## config.mk

```make
export PLATFORM = sky130hd
export DESIGN_NAME = decode
export DESIGN_NICKNAME = d
export VERILOG_FILES = /design/src/rtl/decode.sv
export SDC_FILE = /design/constraint.sdc
export NUM_CORES = 1
export LEC_CHECK = 0
export ABC_AREA = 1
export BUFFER_PORTS_ARGS = -buffer_cell sky130_fd_sc_hd__buf_4
export CORE_ASPECT_RATIO = 0.8
export CORE_MARGIN = 5
export CORE_UTILIZATION = 40
export DETAILED_ROUTE_END_ITERATION = 16
export GPL_TIMING_DRIVEN = 0
export PLACE_DENSITY = 0.71
export SLEW_MARGIN = 40
export SYNTH_ARGS = -nofsm -noshare
export SYNTH_HDL_FRONTEND = slang
export SYNTH_SLANG_ARGS = --single-unit
```

## constraint.sdc

```tcl
create_clock -name clock -period 3.15 [get_ports clock]
set_clock_uncertainty 0.05 [all_clocks]
set_input_delay 0.1575 -clock clock [delete_from_list [all_inputs] [get_ports clock]]
set_output_delay 0.1575 -clock clock [all_outputs]
set_load 0.02 [all_outputs]
```

## src/rtl/decode.sv

```systemverilog
// decode: instruction decode stage downstream of fetch.
// Consumes fetch's two-word window each cycle, issues registered operand
// fields for 16- or 32-bit instructions, and drives the branch/jump redirect
// controls (pcjumpenable / pcchange / pclocation) back to fetch, holding them
// steady for JUMP_HOLD cycles while fetch re-steers.
// Optional feature macro: DECODE_32BIT_EN enables 32-bit decode and the
// SECOND state that swallows the extension word. Without it every word is
// decoded as a 16-bit instruction.
module decode #(
  parameter int JUMP_HOLD = 2
) (
  input  logic        clock,
  input  logic        reset,
  input  logic [31:0] fetchoutput,
  input  logic [19:0] previous_programcounter,
  input  logic        flush,
  output logic        decode_valid,
  output logic        decode_is32,
  output logic [1:0]  decode_class,
  output logic [7:0]  decode_opcode,
  output logic [5:0]  decode_dest,
  output logic [5:0]  decode_srca,
  output logic [5:0]  decode_srcb,
  output logic [19:0] decode_pc,
  output logic [2:0]  pcjumpenable,
  output logic [8:0]  pcchange,
  output logic [5:0]  pclocation
);

  typedef enum logic [1:0] {
    ST_RUN  = 2'd0,
    ST_HOLD = 2'd1
`ifdef DECODE_32BIT_EN
    , ST_SECOND = 2'd2
`endif
  } state_t;

  typedef struct packed {
    logic        is32;
    logic [1:0]  cls;
    logic [7:0]  opcode;
    logic [5:0]  dest;
    logic [5:0]  srca;
    logic [5:0]  srcb;
    logic [19:0] pc;
  } fields_t;

  typedef struct packed {
    logic [2:0] kind;
    logic [8:0] change;
    logic [5:0] location;
  } redirect_t;

  localparam logic [3:0] HOLD_INIT = 4'(JUMP_HOLD);

  state_t    state, state_nxt;
  logic [3:0] hold_cnt, hold_cnt_nxt;
  logic      valid_q, valid_nxt;
  fields_t   fields_q, fields_nxt, decoded;
  redirect_t redirect_q, redirect_nxt;

  logic [15:0] word;
  logic [15:0] ext;
  logic        is_long;
  logic [3:0]  ext_opcode;
  logic [2:0]  ext_dest, ext_srca, ext_srcb;
  logic [8:0]  rel_offset;
  logic        is_bubble;
  logic        is_flow;
  logic        hold_done;
  logic [2:0]  jump_kind;

  assign word = fetchoutput[31:16];
  assign ext  = fetchoutput[15:0];

`ifdef DECODE_32BIT_EN
  // The extension word supplies the high halves of opcode and register
  // fields and the top bits of a long relative offset.
  logic unused_ext_msbs;
  assign is_long         = word[15];
  assign ext_opcode      = is_long ? ext[12:9] : 4'd0;
  assign ext_dest        = is_long ? ext[8:6]  : 3'd0;
  assign ext_srca        = is_long ? ext[5:3]  : 3'd0;
  assign ext_srcb        = is_long ? ext[2:0]  : 3'd0;
  assign rel_offset      = is_long ? {ext[2:0], word[5:0]} : {{3{word[5]}}, word[5:0]};
  assign unused_ext_msbs = ^ext[15:13];
`else
  // Every word is a 16-bit instruction; the long flag and next word are unused.
  logic unused_long_bits;
  assign is_long          = 1'b0;
  assign ext_opcode       = 4'd0;
  assign ext_dest         = 3'd0;
  assign ext_srca         = 3'd0;
  assign ext_srcb         = 3'd0;
  assign rel_offset       = {{3{word[5]}}, word[5:0]};
  assign unused_long_bits = ^{word[15], ext};
`endif

  assign is_bubble = (word == 16'h0001);
  // Flow class with opcode low nibble 0..3 is a redirect; other flow opcodes issue plainly.
  assign is_flow   = (word[14:13] == 2'b10) && (word[12:11] == 2'b00);
  assign jump_kind = {1'b0, word[10:9]} + 3'd1;
  assign hold_done = (hold_cnt <= 4'd1);

  assign decoded = '{
    is32:   is_long,
    cls:    word[14:13],
    opcode: {ext_opcode, word[12:9]},
    dest:   {ext_dest, word[8:6]},
    srca:   {ext_srca, word[5:3]},
    srcb:   {ext_srcb, word[2:0]},
    pc:     previous_programcounter - 20'd2
  };

  // State register and hold counter.
  always_ff @(posedge clock) begin
    // NOTE: sequential state uses non-blocking assignments so every register
    // samples the pre-edge values regardless of statement order.
    if (reset) begin
      state    <= ST_RUN;
      hold_cnt <= '0;
    end else begin
      state    <= state_nxt;
      hold_cnt <= hold_cnt_nxt;
    end
  end

  // Next-state logic: flush returns to RUN, otherwise walk the decode FSM.
  always_comb begin
    // NOTE: defaults first so every path assigns every variable and no latch is inferred.
    state_nxt    = state;
    hold_cnt_nxt = hold_cnt;
    if (flush) begin
      state_nxt    = ST_RUN;
      hold_cnt_nxt = '0;
    end else begin
      case (state)
        ST_RUN: begin
          if (!is_bubble) begin
            if (is_flow) begin
              state_nxt    = ST_HOLD;
              hold_cnt_nxt = HOLD_INIT;
            end
`ifdef DECODE_32BIT_EN
            else if (is_long) begin
              state_nxt = ST_SECOND;
            end
`endif
          end
        end
        ST_HOLD: begin
          if (hold_done) begin
            state_nxt    = ST_RUN;
            hold_cnt_nxt = '0;
          end else begin
            hold_cnt_nxt = hold_cnt - 4'd1;
          end
        end
`ifdef DECODE_32BIT_EN
        ST_SECOND: state_nxt = ST_RUN;
`endif
        default: state_nxt = ST_RUN;
      endcase
    end
  end

  // Output logic: next values of the issue fields and redirect controls.
  always_comb begin
    valid_nxt    = 1'b0;
    fields_nxt   = fields_q;
    redirect_nxt = redirect_q;
    if (flush) begin
      redirect_nxt = '0;
    end else begin
      case (state)
        ST_RUN: begin
          redirect_nxt = '0;
          if (!is_bubble) begin
            valid_nxt  = 1'b1;
            fields_nxt = decoded;
            if (is_flow) begin
              redirect_nxt = '{kind: jump_kind, change: rel_offset, location: word[5:0]};
            end
          end
        end
        ST_HOLD: begin
          if (hold_done) redirect_nxt = '0;
        end
        default: ;
      endcase
    end
  end

  // Output registers; everything clears on reset.
  always_ff @(posedge clock) begin
    if (reset) begin
      valid_q    <= 1'b0;
      fields_q   <= '0;
      redirect_q <= '0;
    end else begin
      valid_q    <= valid_nxt;
      fields_q   <= fields_nxt;
      redirect_q <= redirect_nxt;
    end
  end

  assign decode_valid  = valid_q;
  assign decode_is32   = fields_q.is32;
  assign decode_class  = fields_q.cls;
  assign decode_opcode = fields_q.opcode;
  assign decode_dest   = fields_q.dest;
  assign decode_srca   = fields_q.srca;
  assign decode_srcb   = fields_q.srcb;
  assign decode_pc     = fields_q.pc;
  assign pcjumpenable  = redirect_q.kind;
  assign pcchange      = redirect_q.change;
  assign pclocation    = redirect_q.location;

endmodule

```

==> out/summary.json <==
{
  "status": {
    "status": "finished clean"
  },
  "routing": {
    "dr.first_iter.drc_count": 95,
    "drt.antenna.violating_nets": 0,
    "vias_per_cell": 4.43,
    "wirelength_per_cell_um": 11.6,
    "drt_pass_1_iters": 4,
    "drt_wl_total_um": 6790,
    "num_vias": 2589,
    "drc": 0
  },
  "cts": {
    "numClockSinks": 50,
    "holdBufCountCts": 0,
    "ctsRootBufferMaster": "sky130_fd_sc_hd__clkbuf_8",
    "cts_inserted_buffers": 5,
    "post_cts.repair.setup_buffers": 0,
    "cts_max_level": 2,
    "clk_transition_reported_paths_ns": 0.09,
    "number_of_buffers_between_clock_root_and_the_deepest_sink": 2,
    "post_cts_resize_count": 0,
    "tritoncts": "yes",
    "clock_insertion_delay_worst_skew_ns": 0.30
  },
  "yosys": {
    "synth.yosys.warnings": 0,
    "netlist-cell-type-count": 25,
    "synth_seq_area_share": 0.390,
    "syn_area_mm2": 0.00257,
    "synth_area_per_cell_um2": 6.63,
    "syn-instance-count": 387,
    "ys_seq_elements": 50
  },
  "sta": {
    "final-hold-violation-count": 0,
    "grt_setup_unrepaired": "false",
    "timing.setup.tns_ns": 0,
    "period_share": 0.496,
    "fin_crit_ns": 1.56,
    "setup_viol": 0,
    "timing_max_transition_violations_final": 0,
    "maxClockFrequency_mhz": 640
  },
  "critical_path": {
    "crit_chain": "inv_1 > ha_1 > o21ai_0 > nand2_1 > clkinv_1 > o21ai_0 > a21oi_1",
    "reg2regPathDepth": 7,
    "critical_path.most_common_cell": "sky130_fd_sc_hd__o21ai_0",
    "regToRegEndpoint": "hold_cnt[0]$_SDFFE_PP0P_",
    "cp.arrival_ns": 1.70,
    "cp.buffers_inverters": 2,
    "cp_top_family": "compound AO/OA/AOI/OAI gates",
    "crit_required_ns": 3.29,
    "worstSetupStartpointType": "register",
    "rr_startpoint": "hold_cnt[0]$_SDFFE_PP0P_",
    "timing.critical_path.slowest_cell_delay_ns": 0.36,
    "reg2reg_setup_slack_ns": 1.59,
    "crit_slowest_cell": "sky130_fd_sc_hd__dfxtp_1",
    "cp_endpoint_kind": "register",
    "critical_path_peak_fanout": 10,
    "criticalPathCategory": "register to register"
  },
  "floorplan": {
    "coreArea_mm2": 0.00631,
    "die-height_um": 81.6,
    "io-pin-count": 123,
    "die_area_mm2": 0.00813,
    "initial_core_util": 0.407,
    "die_width_um": 99.6,
    "placement_rows": 26
  },
  "global_route": {
    "gr-total-overflow": 0,
    "wire_length_of_the_first_global_routing_pass_um": 10700,
    "grt-busiest-layer": "met2",
    "vias_in_the_first_global_route": 2285,
    "grtUsageMet1": 0.223,
    "grtUsageTotal": 0.162,
    "global_route.usage.met2": 0.263,
    "grt_antenna_before_repair": 0,
    "global_route.usage.met3": 0.0407,
    "grt_start_max_net_pins": 17
  },
  "layout": {
    "antenna_cells": 0,
    "mostFrequentLayoutCell": "sky130_fd_sc_hd__buf_4",
    "final_layout_size_suffix_gt1_frac": 0.270,
    "finish.net_count": 558,
    "most-common-layout-cells": "116 x sky130_fd_sc_hd__buf_4, 99 x sky130_fd_sc_hd__nor2_1, 89 x sky130_fd_sc_hd__nand2_1",
    "areaGrowthSynthToFinish_pct": 36.4,
    "fill_cells": 652,
    "post-route-util": 0.555
  },
  "power": {
    "p_sw_frac": 0.304,
    "seq_power_share": 0.501,
    "ir_worst_vdd_uv": 245,
    "p_leak_uw": 0.00176,
    "power_per_cell_area_mw_per_mm2": 391,
    "p_clk_frac": 0.277,
    "p_int_uw": 954,
    "p_comb_frac": 0.222,
    "p_sw_uw": 417
  },
  "placed_design": {
    "port_buffers": 92,
    "hpwlAfterDp_um": 5480,
    "globalplace.congestion": 0.839
  },
  "hold_path": {
    "whs_path_depth": 2,
    "min-delay-path-class": "input pin to register",
    "hold_start": "reset",
    "min_delay_worst_endpoint": "decode_pc[9]$_SDFFE_PP0P_"
  },
  "job": {
    "max-cap-violations": 0
  }
}
[stage by stage]
step | cell area [µm²] | std cells | hold slack (ns) | setup slack [ns] | total power [µW]
finish | 3500 | 584 | 0.00922 | 1.59 | 1370
global route | 3500 | 584 | 0.00663 | 1.32 | 1450
CTS | 3500 | 584 | 0.00552 | 1.58 | 1380
detailed placement | 3410 | 576 | 0.332 | 1.60 | 1010
global placement | 3410 | 576 | 0.333 | 1.61 | 1000
floorplan | 2620 | 400 | 0.177 | 1.87 | 872
[cell families (layout without fill, tap and decap cells)]
kind of cell               after synthesis  after routing  synth area share
AOI/OAI and AO/OA                       47             47            0.0917
xor gates and xnor gates                 7              7            0.0239
adders and majority gates                4              4            0.0195
buffers and inverters                   66            166             0.137
DFF                                     50             50             0.390
other                                    1             14           0.00146
and+or+nand+nor                        212            212             0.336
[power groups by stage]
stage | Clock (µW) | Combinational (µW) | Sequential [µW]
4_1_cts | 389 | 306 | 687
3_5_place_dp | 0 | 305 | 702
2_1_floorplan | 0 | 129 | 743
5_1_grt | 421 | 334 | 691
6_report | 379 | 304 | 687
3_3_place_gp | 0 | 303 | 700
[synthesized netlist by cell type]
library cell	count	area [µm²]
sky130_fd_sc_hd__xnor2_1	1	8.76
sky130_fd_sc_hd__o21ai_0	26	130
sky130_fd_sc_hd__conb_1	1	3.75
sky130_fd_sc_hd__nand2_4	1	11.3
sky130_fd_sc_hd__buf_2	4	20.0
sky130_fd_sc_hd__dfxtp_1	50	1000
sky130_fd_sc_hd__ha_1	4	50.1
sky130_fd_sc_hd__nand3b_1	3	22.5
sky130_fd_sc_hd__inv_2	1	3.75
sky130_fd_sc_hd__nor3_1	3	15.0
sky130_fd_sc_hd__xor2_1	6	52.6
sky130_fd_sc_hd__buf_6	1	11.3
sky130_fd_sc_hd__a21oi_1	21	105
sky130_fd_sc_hd__nor2_1	99	372
sky130_fd_sc_hd__clkbuf_2	1	5.00
sky130_fd_sc_hd__or2_0	1	6.26
sky130_fd_sc_hd__and3_1	1	6.26
sky130_fd_sc_hd__buf_4	24	180
sky130_fd_sc_hd__nand4_1	2	12.5
sky130_fd_sc_hd__clkinv_1	2	7.51
sky130_fd_sc_hd__inv_1	31	116
sky130_fd_sc_hd__nand2_1	89	334
sky130_fd_sc_hd__clkbuf_1	2	7.51
sky130_fd_sc_hd__nand3_1	10	50.1
sky130_fd_sc_hd__nor2_4	3	33.8
[worst register-to-register path: stages (launching register included)]
cell                       delay (ns)
sky130_fd_sc_hd__dfxtp_1         0.36
sky130_fd_sc_hd__inv_1           0.07
sky130_fd_sc_hd__ha_1            0.18
sky130_fd_sc_hd__o21ai_0         0.08
sky130_fd_sc_hd__nand2_1         0.13
sky130_fd_sc_hd__clkinv_1        0.29
sky130_fd_sc_hd__o21ai_0         0.24
sky130_fd_sc_hd__a21oi_1         0.06
[sequential cells by signal, summed over array words and instances (netlist names)]
| name | cells |
|---|---|
| decode_srca | 3 |
| hold_cnt | 4 |
| decode_class | 2 |
| decode_opcode | 4 |
| state | 1 |
| pcchange | 6 |
| decode_valid | 1 |
| decode_srcb | 3 |
| pcjumpenable | 3 |
| decode_dest | 3 |
| decode_pc | 20 |
[area by class of cell]
| class | count | area (µm²) | area share |
|---|---|---|---|
| flip-flops and latches | 50 | 1000 | 0.286 |
| plain buffers | 32 | 224 | 0.0640 |
| repair buffers | 92 | 691 | 0.197 |
| clock inverters | 3 | 21.3 | 0.00608 |
| well taps | 84 | 105 | 0.0300 |
| clock buffers | 5 | 68.8 | 0.0197 |
| inverters | 34 | 128 | 0.0365 |
| multi-input cells | 284 | 1260 | 0.361 |
[routing by layer]
layer  wire length, µm  up-vias
met5                 0        -
met4                36        0
met3               385        4
met2              3120       63
met1              3250     1137
li1                  -     1385
[worst max-delay path by stage]
| stage | startpoint | endpoint | cells after the start |
|---|---|---|---|
| final | hold_cnt[0]$_SDFFE_PP0P_ | hold_cnt[0]$_SDFFE_PP0P_ | 7 |
| after global routing | hold_cnt[0]$_SDFFE_PP0P_ | hold_cnt[0]$_SDFFE_PP0P_ | 7 |
| after CTS | hold_cnt[0]$_SDFFE_PP0P_ | hold_cnt[0]$_SDFFE_PP0P_ | 7 |
| after detailed placement | hold_cnt[0]$_SDFFE_PP0P_ | hold_cnt[0]$_SDFFE_PP0P_ | 7 |
| after global placement | previous_programcounter[1] | decode_pc[15]$_SDFFE_PP0P_ | 8 |
| after floorplan | hold_cnt[0]$_SDFFE_PP0P_ | hold_cnt[0]$_SDFFE_PP0P_ | 7 |
No activity file was read; power rests on OpenSTA's default activity.
